--- src/rtl/ssd_driver.sv ---
// Four-digit seven-segment driver: sequential double-dabble converts a 13-bit
// binary value to BCD, then a multiplexed scan shows it with leading-zero blanking.
module ssd_driver #(
  parameter int REFRESH_CNT    = 100000,
  parameter bit SEG_ACTIVE_LOW = 1'b1
) (
  input  logic        clk,
  input  logic        rst,
  input  logic [12:0] value_i,
  output logic [15:0] bcd_o,
  output logic        busy_o,
  output logic [3:0]  anode_o,
  output logic [6:0]  seg_o
);

  typedef enum logic [1:0] {IDLE, SHIFT, DONE} state_t;

  localparam int RW = (REFRESH_CNT > 1) ? $clog2(REFRESH_CNT) : 1;
  localparam logic [RW-1:0] REFRESH_LAST = RW'(REFRESH_CNT - 1);
  localparam logic [6:0] ZERO_CODE = SEG_ACTIVE_LOW ? ~7'h3F : 7'h3F;

  state_t      state, state_next;
  logic        pending, pending_next;
  logic [12:0] last_val, last_val_next;
  logic [12:0] bin_sr, bin_sr_next;
  logic [15:0] bcd_acc, bcd_acc_next, adj;
  logic [15:0] bcd_next;
  logic [3:0]  shift_cnt, shift_cnt_next;

  logic [RW-1:0] refresh_cnt;
  logic [1:0]    digit_idx;
  logic [3:0]    digit;
  logic          blank;
  logic [3:0]    anode_next;
  logic [6:0]    seg_hi, seg_next;

  function automatic logic [6:0] seg_code(input logic [3:0] d);
    case (d)
      4'd0:    seg_code = 7'h3F;
      4'd1:    seg_code = 7'h06;
      4'd2:    seg_code = 7'h5B;
      4'd3:    seg_code = 7'h4F;
      4'd4:    seg_code = 7'h66;
      4'd5:    seg_code = 7'h6D;
      4'd6:    seg_code = 7'h7D;
      4'd7:    seg_code = 7'h07;
      4'd8:    seg_code = 7'h7F;
      4'd9:    seg_code = 7'h6F;
      default: seg_code = 7'h00;
    endcase
  endfunction

  // Double-dabble correction: any nibble >= 5 would overflow past 9 after the shift.
  always_comb begin
    for (int i = 0; i < 4; i++) begin
      adj[4*i +: 4] = (bcd_acc[4*i +: 4] >= 4'd5) ? bcd_acc[4*i +: 4] + 4'd3
                                                   : bcd_acc[4*i +: 4];
    end
  end

  always_comb begin
    // NOTE: every output of this block gets a default first, so no path can infer a latch.
    state_next     = state;
    pending_next   = pending;
    last_val_next  = last_val;
    bin_sr_next    = bin_sr;
    bcd_acc_next   = bcd_acc;
    shift_cnt_next = shift_cnt;
    bcd_next       = bcd_o;
    case (state)
      IDLE: begin
        if (pending || (value_i != last_val)) begin
          last_val_next  = value_i;
          bin_sr_next    = value_i;
          bcd_acc_next   = '0;
          shift_cnt_next = '0;
          pending_next   = 1'b0;
          state_next     = SHIFT;
        end
      end
      SHIFT: begin
        bcd_acc_next   = {adj[14:0], bin_sr[12]};
        bin_sr_next    = {bin_sr[11:0], 1'b0};
        shift_cnt_next = shift_cnt + 4'd1;
        if (shift_cnt == 4'd12) state_next = DONE;
      end
      DONE: begin
        bcd_next   = bcd_acc;
        state_next = IDLE;
      end
      default: state_next = IDLE;
    endcase
  end

  // NOTE: sequential state uses non-blocking assignments so every register samples pre-edge values.
  always_ff @(posedge clk) begin
    if (rst) begin
      state     <= IDLE;
      pending   <= 1'b1;
      last_val  <= '0;
      bin_sr    <= '0;
      bcd_acc   <= '0;
      shift_cnt <= '0;
      bcd_o     <= '0;
    end else begin
      state     <= state_next;
      pending   <= pending_next;
      last_val  <= last_val_next;
      bin_sr    <= bin_sr_next;
      bcd_acc   <= bcd_acc_next;
      shift_cnt <= shift_cnt_next;
      bcd_o     <= bcd_next;
    end
  end

  assign busy_o = (state != IDLE);

  always_ff @(posedge clk) begin
    if (rst) begin
      refresh_cnt <= '0;
      digit_idx   <= '0;
    end else if (refresh_cnt == REFRESH_LAST) begin
      refresh_cnt <= '0;
      digit_idx   <= digit_idx + 2'd1;
    end else begin
      refresh_cnt <= refresh_cnt + 1'b1;
    end
  end

  // A digit is blank when it and everything above it in bcd_o is zero.
  always_comb begin
    digit = bcd_o[{digit_idx, 2'b00} +: 4];
    case (digit_idx)
      2'd1:    blank = (bcd_o[15:4] == '0);
      2'd2:    blank = (bcd_o[15:8] == '0);
      2'd3:    blank = (bcd_o[15:12] == '0);
      default: blank = 1'b0;
    endcase
    anode_next = blank ? 4'b1111 : ~(4'b0001 << digit_idx);
    seg_hi     = blank ? 7'h00 : seg_code(digit);
    seg_next   = SEG_ACTIVE_LOW ? ~seg_hi : seg_hi;
  end

  always_ff @(posedge clk) begin
    if (rst) begin
      anode_o <= 4'b1110;
      seg_o   <= ZERO_CODE;
    end else begin
      anode_o <= anode_next;
      seg_o   <= seg_next;
    end
  end

endmodule

--- config.mk ---
export PLATFORM = sky130hd
export DESIGN_NAME = ssd_driver
export DESIGN_NICKNAME = d
export VERILOG_FILES = /design/src/rtl/ssd_driver.sv
export SDC_FILE = /design/constraint.sdc
export NUM_CORES = 1
export LEC_CHECK = 0
export ABC_AREA = 1
export CAP_MARGIN = 5
export CELL_PAD_IN_SITES_DETAIL_PLACEMENT = 1
export CELL_PAD_IN_SITES_GLOBAL_PLACEMENT = 1
export CORE_ASPECT_RATIO = 1.25
export CORE_MARGIN = 8
export CORE_UTILIZATION = 42
export DETAILED_ROUTE_END_ITERATION = 10
export GPL_TIMING_DRIVEN = 0
export PLACE_DENSITY = 0.76
export SLEW_MARGIN = 30
export SYNTH_ARGS = -nofsm -noshare
export SYNTH_HDL_FRONTEND = slang
export SYNTH_SLANG_ARGS = --single-unit
--- constraint.sdc ---
create_clock -name clk -period 1.89 [get_ports clk]
set_clock_uncertainty 0.05 [all_clocks]
set_input_delay 0.2835 -clock clk [delete_from_list [all_inputs] [get_ports clk]]
set_output_delay 0.2835 -clock clk [all_outputs]
set_load 0.05 [all_outputs]
==> results.json <==
{
  "initial_utilization": 0.4314,
  "cap_violations": 0,
  "clock_latency_ns": 0.35,
  "hold_viol_final": 0,
  "timing.fmax_ghz": 0.5519,
  "max-vdd-ir-drop_mv": 0.4342,
  "synth_async_sr_flop_share": 0,
  "reg2reg_to": "seg_o[3]$_SDFF_PP0_",
  "critical_path_required_ns": 1.56,
  "syn_avg_cell_area_um2": 7.366,
  "placed_area_um2": 5370,
  "p_leak_nw": 2.529,
  "synth.area.top_cells": "dfxtp_1, nand2_1, inv_1",
  "rr_worst_depth": 9,
  "antenna_found_initial": 0,
  "min_period_ns": 1.812,
  "path_clk_slew_ns": 0.07,
  "grt_max_degree": 16,
  "drt_wl_total_um": 13550,
  "critPathTopFamily": "buffers and inverters",
  "yosysWarnings": 0,
  "whs_ns": 0.2398,
  "stdcell_area_um2": 5777,
  "die_h_um": 135.3,
  "drive_above_1_share": 0.1241,
  "io_pins": 43,
  "synth_most_common_cell": "nand2_1",
  "first_global_vias": 4698,
  "period_share": 0.9587,
  "hold_depth": 3,
  "wl_per_cell_um": 16.05,
  "holdPathEnd": "last_val[4]$_SDFFE_PP0P_",
  "track_usage": 0.1845,
  "crit_type": "register to output pin",
  "worst_slew_pin_slew_ns": 0.6001,
  "drc": 0,
  "netlist_area_um2": 4781,
  "synthToLayoutAreaGrowth_pct": 20.83,
  "critical_path_buf_inv_count": 1,
  "clkSinkCount": 95,
  "arrival_ns": 1.48,
  "start_kind": "register",
  "antenna_left": 0,
  "crit_path_max_fanout": 1,
  "via_per_inst": 5.225,
  "cts_tree": "built",
  "clk_path_buf_depth": 2,
  "vias": 4410,
  "slew_viol_final": 0,
  "slew_headroom": 0.5999,
  "synth_top_area_frac": 0.3978,
  "yosys.area.top_type": "dfxtp_1",
  "layout.nets": 740,
  "hpwlAfterDp_um": 10100,
  "synth_nets": 685,
  "grt_pass1_wl_um": 22860,
  "hold_path.startpoint": "value_i[4]",
  "path_cells": "clkdlybuf4s50_1",
  "die_w_um": 111.4,
  "finalSetupViolCount": 0,
  "grt_overflow": 0,
  "grt_setup_unrepaired": "no",
  "slowest_delay_ns": 0.80,
  "synth_cells": 649,
  "endpoint_kind": "output pin",
  "cts_buffers": 9,
  "ys_seq_elements": 95,
  "diodes": 0,
  "synth_cell_types": 36,
  "timing.rr.start": "digit_idx[0]$_SDFFE_PP0N_",
  "layout.cells.non_filler": 844,
  "dominantRegCellSynth": "dfxtp_1",
  "holdBufCountCts": 0,
  "ctsHtreeMaxLevel": 3,
  "ff2ff_setup_slack_ns": 0.15,
  "fp.coreArea_um2": 11080,
  "status": "finished, final reports clean",
  "place.gp.congestion": 0.8410,
  "drt_iter0_drc": 132,
  "rows": 43,
  "io_buffer_count": 42,
  "cts-root-buf": "clkbuf_16",
  "placedCellCount": 826,
  "first_pass_iters": 4,
  "dieArea_um2": 15070,
  "synth_edf_count": 0,
  "cpMaxStageDelayCell": "clkdlybuf4s50_1",
  "hold_path.class": "input port to register",
  "p_per_area_nw_per_um2": 781.5,
  "seq_area_frac_synth": 0.3978,
  "synth_common_cells": "nand2_1, dfxtp_1, inv_1, a21oi_1, nand3_1"
}
cell families (layout without fill, tap and decap cells):
logic type,Yosys count,after routing,share of synthesized area
buf+inv,112,172,0.09788
simple gates,277,277,0.2743
xor+xnor,6,6,0.01099
flops,95,95,0.3978
fa+ha+maj,21,21,0.05496
compound gates,138,138,0.1641
layout make-up:
class | count | area [um2]
repair buffers | 44 | 441.7
well taps | 135 | 168.9
fillers | 1420 | 5306
multi-input cells | 442 | 2445
flip-flops and latches | 95 | 1907
plain buffers | 24 | 148.9
inverters | 88 | 332.8
clock inverters | 5 | 80.08
clock buffers | 11 | 252.7
sequential cells by signal, indices dropped and copies added, names as in the netlist:
name	flops
refresh_cnt	17
bcd_acc	16
bcd_o	16
bin_sr	13
last_val	13
seg_o	7
anode_o	4
shift_cnt	4
digit_idx	2
state	2
pending	1
routing by layer:
metal	track usage	wire length, um	share of wire
met1	0.2097	6046	0.45
met2	0.3295	6828	0.50
met3	0.04078	411	0.030
met4	0.06978	263	0.019
met5	0	0	0
through the flow:
step	TNS, ns	power [mW]	setup slack, ns	util
after floorplan	0	2.384	0.07750	-
after global placement	-8.698	2.501	-0.3835	0.4845
after detailed placement	-11.24	2.518	-0.3715	0.4845
after CTS	0	4.555	0.008342	0.5149
after global routing	0	4.683	0.003577	0.5212
final	0	4.515	0.07815	0.5212
cells in the final DEF, fill, tap and decap left out, drive strengths merged, types with 2 or more instances in the layout:
cell type and n:
nand2 124, dfxtp 95, inv 88, a21oi 68
nand3 67, nor2 59, o21ai 55, clkbuf 24
ha 21, clkdlybuf4s50 18, dlygate4sd2 14, buf 13
o21bai 12, dlymetal6s2s 9, nor3 9, nand4 8
xor2 6, or2 5, clkinvlp 2, bufinv 2
timing repair:
item                                    in CTS  in global routing
resized for setup                           22                 25
endpoints found under the setup margin      21                 46
pin swaps                                    1                  3
gates cloned                                 0                  0
setup buffers                                1                  1
hold endpoints to repair                     0                  0
how the worst max path moves through the flow:
stage	startpoint	to	slack, ns	depth (start not counted)
after floorplan	bcd_o[13]$_SDFFE_PP0N_	seg_o[3]$_SDFF_PP0_	0.08	8
after global placement	state[0]$_SDFFE_PP0P_	busy_o	-0.38	4
after detailed placement	state[0]$_SDFFE_PP0P_	busy_o	-0.37	4
after CTS	bcd_o[1]$_SDFFE_PP0N_	bcd_o[1]	0.008	1
after global routing	value_i[3]	bin_sr[11]$_SDFFE_PP0P_	0.004	13
final	anode_o[3]$_SDFF_PP1_	anode_o[3]	0.08	1
report_power, final:
group          total, mW  internal [mW]  switching, mW
clock network       2.04           1.23          0.807
logic              0.383          0.142          0.240
registers           2.09           2.06         0.0391
total               4.51           3.43           1.09
Power figures use the tool's default switching activity.
